<file path="config.mk">
export PLATFORM = sky130hd
export DESIGN_NAME = and_or_tester
export DESIGN_NICKNAME = d
export VERILOG_FILES = /design/src/rtl/and_or_tester.sv
export SDC_FILE = /design/constraint.sdc
export NUM_CORES = 1
export LEC_CHECK = 0
export CORE_MARGIN = 1.5
export CORE_UTILIZATION = 45
export CTS_CLUSTER_SIZE = 8
export DETAILED_ROUTE_END_ITERATION = 7
export PLACE_DENSITY = 0.7
export SKIP_LAST_GASP = 1
export SYNTH_ARGS = -nofsm -noshare
export SYNTH_HDL_FRONTEND = slang
export SYNTH_SLANG_ARGS = --single-unit
export TNS_END_PERCENT = 20
</file>
<file path="constraint.sdc">
create_clock -name clk -period 1.6 [get_ports clk]
set_input_delay 0.16 -clock clk [delete_from_list [all_inputs] [get_ports clk]]
set_output_delay 0.16 -clock clk [all_outputs]
set_load 0.01 [all_outputs]
</file>
<file path="src/rtl/and_or_tester.sv">
// Stimulus/response checker for the 4-input AND-OR gate family.
// Walks all 16 vectors, compares against (in1&in2)|(in3&in4).
module and_or_tester #(
  parameter int SETTLE_CYCLES = 1,
  parameter int ERR_W         = 5
) (
  input  logic             clk,
  input  logic             rst_n,
  input  logic             start,
  input  logic             dut_out,
  output logic [3:0]       dut_in,
  output logic             busy,
  output logic             done,
  output logic             pass,
  output logic [ERR_W-1:0] err_cnt,
  output logic [3:0]       first_err_vec,
  output logic             first_err_valid
);

  localparam int SCW =
    (SETTLE_CYCLES > 1) ? $clog2(SETTLE_CYCLES) : 1;
  localparam logic [SCW-1:0] LOAD =
    SCW'(SETTLE_CYCLES - 1);
  localparam logic [ERR_W-1:0] ERR_MAX = '1;

  typedef enum logic [1:0] {
    IDLE,
    SETTLE,
    CHECK,
    DONE
  } state_e;

  state_e           state_q;
  logic [3:0]       vec_q;
  logic [SCW-1:0]   cnt_q;
  logic [ERR_W-1:0] err_q;
  logic [ERR_W-1:0] err_d;
  logic [3:0]       fev_q;
  logic             fval_q;
  logic             busy_q;
  logic             done_q;
  logic             exp_bit;
  logic             mismatch;

  // Golden reference and saturating error increment.
  always_comb begin
    exp_bit  = (vec_q[3] & vec_q[2]) | (vec_q[1] & vec_q[0]);
    mismatch = exp_bit ^ dut_out;
    err_d    = err_q;
    if (err_q != ERR_MAX) begin
      err_d = err_q + 1'b1;
    end
  end

  // Run sequencer: settle each vector, then sample and score it.
  always_ff @(posedge clk or negedge rst_n) begin
    if (!rst_n) begin
      state_q <= IDLE;
      vec_q   <= '0;
      cnt_q   <= '0;
      err_q   <= '0;
      fev_q   <= '0;
      fval_q  <= 1'b0;
      busy_q  <= 1'b0;
      done_q  <= 1'b0;
    end else begin
      unique case (state_q)
        IDLE, DONE: begin
          if (start) begin
            vec_q   <= '0;
            err_q   <= '0;
            fev_q   <= '0;
            fval_q  <= 1'b0;
            done_q  <= 1'b0;
            busy_q  <= 1'b1;
            cnt_q   <= LOAD;
            state_q <= SETTLE;
          end
        end
        SETTLE: begin
          if (cnt_q == '0) begin
            state_q <= CHECK;
          end else begin
            cnt_q <= cnt_q - SCW'(1);
          end
        end
        CHECK: begin
          if (mismatch) begin
            err_q <= err_d;
            if (!fval_q) begin
              fev_q  <= vec_q;
              fval_q <= 1'b1;
            end
          end
          if (vec_q == 4'hF) begin
            busy_q  <= 1'b0;
            done_q  <= 1'b1;
            state_q <= DONE;
          end else begin
            vec_q   <= vec_q + 4'd1;
            cnt_q   <= LOAD;
            state_q <= SETTLE;
          end
        end
        default: begin
          state_q <= IDLE;
        end
      endcase
    end
  end

  assign dut_in          = vec_q;
  assign busy            = busy_q;
  assign done            = done_q;
  assign pass            = done_q & (err_q == '0);
  assign err_cnt         = err_q;
  assign first_err_vec   = fev_q;
  assign first_err_valid = fval_q;

endmodule

</file>
Word-level counts from Yosys, hierarchy flattened
Index checks and enable logic that the tools add are counted.
{"block": "op_classes", "eq_ne": 12, "mux": 25, "add_sub_neg": 3, "reduce_logical": 11, "bitwise_logic": 5}
{"cell": "4-bit two-way mux", "n": 4}
{"cell": "4-bit one-hot mux with 2 select lines", "n": 2}
{"cell": "5-bit two-way mux", "n": 3}
{"cell": "2-bit != test (second input constant)", "n": 7}
{"cell": "5-bit one-hot mux with 2 select lines", "n": 1}
{"cell": "3-bit AND reduction", "n": 3}
{"cell": "4-bit AND reduction", "n": 2}
{"cell": "1-bit two-way mux", "n": 7}
{"cell": "2-bit two-way mux", "n": 3}
{"cell": "1-bit one-hot mux with 2 select lines", "n": 3}
{"cell": "2-bit one-hot mux with 3 select lines", "n": 1}
{"cell": "5-bit by 1-bit adder with 5-bit output (second input constant)", "n": 1}
{"cell": "5-bit logical NOT", "n": 1}
{"cell": "5-bit != test (second input constant)", "n": 1}
{"cell": "4-bit by 1-bit adder with 4-bit output (second input constant)", "n": 1}
{"cell": "2-bit equality test (second input constant)", "n": 2}
{"cell": "4-bit equality test (second input constant)", "n": 1}
{"cell": "2-bit AND reduction", "n": 2}
{"cell": "1-bit bitwise AND", "n": 3}
{"cell": "1-bit one-hot mux with 3 select lines", "n": 1}
{"cell": "2-bit by 1-bit equality test with 1-bit output (second input constant)", "n": 1}
{"cell": "2-bit logical NOT", "n": 1}
{"cell": "2-bit nonzero test", "n": 1}
{"cell": "2-bit OR reduction", "n": 1}
{"cell": "other kinds (3)", "n": 3}
{"block": "word_totals", "output_inout_bits": 17, "input_bits": 4, "ff_bits": 19, "elab_cells": 64}

Logic depth before layout (Yosys ltp)
Gate-level depths: netlist (run 1).
{"block": "depth", "ltp_word": 5, "ltp_mapped": 8, "depth_no_buf": 6}

Worst setup path after synthesis (run 1)
OpenSTA, ideal clock, no wires.
{"block": "synth_path", "path_kind": "flip-flop to flip-flop", "startpoint": "register err_q[0], in the netlist err_cnt[0]", "endpoint": "register err_q[3], in the netlist err_cnt[3]", "path_buffers": 0, "setup_slack_ns": -0.188, "arrival_time_ns": 1.662, "period_less_slack_ns": 1.788, "path_stages_with_launch": 6, "path_cell_list": "dfrtp_1 > ha_1 > and3_1 > ha_1 > o311a_1 > a221o_1"}
{"block": "synth_via", "elab_chain_len": 4, "word_cells_on_any_way": 7, "classes_between": "add/sub (1); eq/ne (2); mux (3); reduce/logical (1)"}
{"item": "from (decl)", "line": "36", "text": "logic [ERR_W-1:0] err_q;"}
{"item": "from (signal assigned)", "line": "89", "text": "err_q <= err_d;"}
{"item": "5-bit by 1-bit adder with 5-bit output", "line": "51", "text": "err_d = err_q + 1'b1;"}
{"item": "5-bit two-way mux", "line": "50", "text": "if (err_q != ERR_MAX) begin"}
{"item": "5-bit two-way mux", "line": "88", "text": "if (mismatch) begin"}
{"item": "5-bit one-hot mux with 2 select lines", "line": "67", "text": "unique case (state_q)"}
Several ways; a longest one is shown, not always the timed one. The select of a mux whose other input is x is not followed.
A chain may end at the register's enable or synchronous reset.

Worst setup path in the final report (run 1)
{"block": "layout_path", "startpoint": "register err_q[1], in the netlist err_cnt[1]", "endpoint": "register err_q[3], in the netlist err_cnt[3]"}
Same word-level chain as after synthesis.

==> results.sh, run 1 <==
export IMPL_status="complete, but fails checks"
export IMPL_violations="setup timing"
export IMPL_internal_power_w=0.00128
export IMPL_htree_levels=1
export IMPL_cts_buffers=3
export IMPL_antenna_found_initial=0
export IMPL_hold_viol=0
export IMPL_cellPowerDensity_mw_per_mm2=1290
export IMPL_min_period_over_period=1.07
export IMPL_grt_use_total=0.228
export IMPL_grt_pass1_vias=1024
export IMPL_antenna_left=0
export IMPL_finalClockSkew_ns=0.00200
export IMPL_fin_ws_ns=-0.111
export IMPL_drive_gt1_frac=0.303
export IMPL_rsz0062_at_grt="yes"
export IMPL_min_path_type="input port to asynchronous set/reset pin"
export IMPL_synth_area_leader_cell="dfrtp_1"
export IMPL_end_kind="flip-flop"
export IMPL_core_area_mm2=0.00223
export IMPL_slew_violations=0
export IMPL_die_height_um=51.7
export IMPL_switching_share=0.389
export IMPL_syn_area_mm2=0.00107
export IMPL_synth_common_cells="dfrtp_1, nand2_1, nor2_1, a21oi_1, ha_1"
export IMPL_clock_root_buffer="clkbuf_4"
export IMPL_fp_row_count=17
export IMPL_die_area_mm2=0.00268
export IMPL_top_layer_used="met4"
export IMPL_reg2reg_to="err_cnt[3]"
export IMPL_clockPowerShare=0.141
export IMPL_grt_ovfl_total=0
export IMPL_worst_pin_slew_ns=0.327
export IMPL_port_buffers=20
export IMPL_nets=177
export IMPL_power_switching_w=0.000816
export IMPL_via_count=1078
export IMPL_ir_worst_vdd_v=0.000850
export IMPL_critPathLaunchType="flip-flop"
export IMPL_dieWidth_um=51.7
export IMPL_cp_data_arrival_time_ns=1.91
export IMPL_pre_cts_ws_ns=-0.0467
export IMPL_grt_pass1_wl_um=4570
export IMPL_synthFlopType="dfrtp_1"
export IMPL_ys_seq_area_frac=0.422
export IMPL_syn_num_nets=128
export IMPL_p_leak_nw=0.695
export IMPL_routed_wl_um=2870
export IMPL_p_seq_frac=0.277
export IMPL_syn_area_per_cell_um2=9.13
export IMPL_ctsHoldBuffers=0
export IMPL_drtIter0Drc=7
export IMPL_cp_startpoint="err_cnt[1]"
export IMPL_wl_met2_um=1420
export IMPL_hpwl_um=1910
export IMPL_setup_violations=8
export IMPL_tritoncts="yes"
export IMPL_dr_pass1_iters=4
export IMPL_crit_type="flip-flop to flip-flop"
export IMPL_period_minus_slack_ns=1.71
export IMPL_syn_inst=117
export IMPL_clkLatencyLatePin_ns=0.30
export IMPL_r2r_start="err_cnt[1]"
export IMPL_cts_sinks=18
export IMPL_dr_wl_met3_um=93
export IMPL_slew_headroom=0.781
export IMPL_synth_top_cell_area_share=0.422
export IMPL_rrSetupSlack_ns=-0.11
export IMPL_yosys_warnings=0
export IMPL_crit_end="err_cnt[3]"
export IMPL_syn2layout_area_growth_pct=52.1
export IMPL_worst_r2r_cell_count=6
export IMPL_worstPathRequired_ns=1.80
export IMPL_crit_fanout=5
export IMPL_post_drt_wl_per_cell_um=14.9
export IMPL_fillers=178
export IMPL_fmax_mhz=584
export IMPL_synth_seq_cells=18
export IMPL_ys_types=31
export IMPL_drc_errors=0
export IMPL_grt_max_degree=26
export IMPL_yosysMostFrequentCell="dfrtp_1"
export IMPL_io_pins=21
export IMPL_async_flop_share=1.00
export IMPL_place_congestion=0.806
export IMPL_combPwrFrac=0.582
export IMPL_utilization=0.728
export IMPL_clock_path_buffers=2
export IMPL_start_util=0.478
export IMPL_clkTransAtPathRegs_ns=0.11
export IMPL_met1Wirelength_um=1340
export IMPL_cap_violations=0
export IMPL_synth_enable_flop_cells=0
export IMPL_synth_top_cells_by_area="dfrtp_1, ha_1, nand2_1"
export IMPL_insertedDiodeCount=0
export IMPL_viasPerCell=5.59
routing by layer:
layer | up-vias | track usage
li1 | 520 | -
met1 | 535 | 0.278
met2 | 21 | 0.415
met3 | 2 | 0.0546
met4 | 0 | 0.0307
met5 | - | 0
worst min path at each step:
stage	start	end	slack, ns
6_report	rst_n	busy	0.17
2_1_floorplan	rst_n	busy	-0.14
5_1_grt	rst_n	busy	0.22
3_3_place_gp	busy	busy	0.50
4_1_cts	rst_n	state_q[1]	0.19
3_5_place_dp	busy	busy	0.51
placed cells by master (no fill, tap or decap), drive strengths merged, types with 5 or more instances in the layout:
master | netlist | layout
nor2 | 11 | 11
nand4 | 6 | 6
a21oi | 11 | 11
dfrtp | 18 | 18
clkdlybuf4s50 | 0 | 19
buf | 2 | 28
o211ai | 6 | 6
nand2 | 14 | 14
o21ai | 5 | 5
ha | 7 | 7
sequential cells by signal (all words and copies together), names as in the netlist:
register and count:
first_err_vec 4, busy 1, done 1, dut_in 4, state_q 2, first_err_valid 1
err_cnt 5
logic make-up (layout without fill, tap and decap cells):
| family | after synthesis | after routing | share of synthesized area |
|---|---|---|---|
| buf+inv | 9 | 57 | 0.0340 |
| simple gates | 49 | 49 | 0.228 |
| xor+xnor | 2 | 2 | 0.0305 |
| fa+ha+maj | 7 | 7 | 0.0820 |
| mux | 2 | 2 | 0.0199 |
| compound gates | 30 | 30 | 0.184 |
| flops | 18 | 18 | 0.422 |
cell type report:
type | instances | area, µm² | share of cell area
Multi-Input combinational cell | 90 | 656 | 0.403
Tap cell | 28 | 35.0 | 0.0216
Timing Repair Buffer | 49 | 428 | 0.263
Clock buffer | 4 | 36.3 | 0.0223
Inverter | 4 | 15.0 | 0.00924
Sequential cell | 18 | 455 | 0.280
what timing repair did:
action	in CTS	in global routing
pin swaps	0	2
setup buffers	2	7
cloned	0	1
gates resized for setup	1	6
endpoints found under the setup margin	7	16
stage by stage:
step | cells | TNS [ns] | area [µm²] | power (W) | hold WS, ns
after floorplan | 117 | -0.117 | 1130 | 0.00113 | -0.136
after global placement | 179 | -0.00132 | 1480 | 0.00152 | 0.501
after detailed placement | 179 | -0.0802 | 1480 | 0.00156 | 0.514
after CTS | 185 | -0.287 | 1530 | 0.00187 | 0.185
after global routing | 193 | -1.05 | 1630 | 0.00222 | 0.219
final | 193 | -0.254 | 1630 | 0.00210 | 0.174
critical path, stage by stage (launching register included):
cell	delay, ns
dfrtp_2	0.43
buf_6	0.12
ha_4	0.16
and3_4	0.18
ha_4	0.17
o311a_1	0.29
a221o_1	0.26
power groups by stage:
| stage | logic (W) | clock network, W | registers (W) |
|---|---|---|---|
| after floorplan | 0.000506 | 0 | 0.000629 |
| after CTS | 0.00100 | 0.000298 | 0.000572 |
| final | 0.00122 | 0.000296 | 0.000582 |
| after detailed placement | 0.000963 | 0 | 0.000596 |
| after global placement | 0.000931 | 0 | 0.000592 |
| after global routing | 0.00132 | 0.000310 | 0.000590 |
Note: power is estimated with default switching activity, not from simulation.
==> run 2: changes to the inputs <==
--- a/config.mk
+++ b/config.mk
@@ -5,6 +5,7 @@
 export SDC_FILE = /design/constraint.sdc
 export NUM_CORES = 1
 export LEC_CHECK = 0
+export CAP_MARGIN = 15
 export CORE_MARGIN = 1.5
 export CORE_UTILIZATION = 45
 export CTS_CLUSTER_SIZE = 8
==> results of run 2 <==
Same layout as run 1: the final DEF is identical, and so are final timing and power.
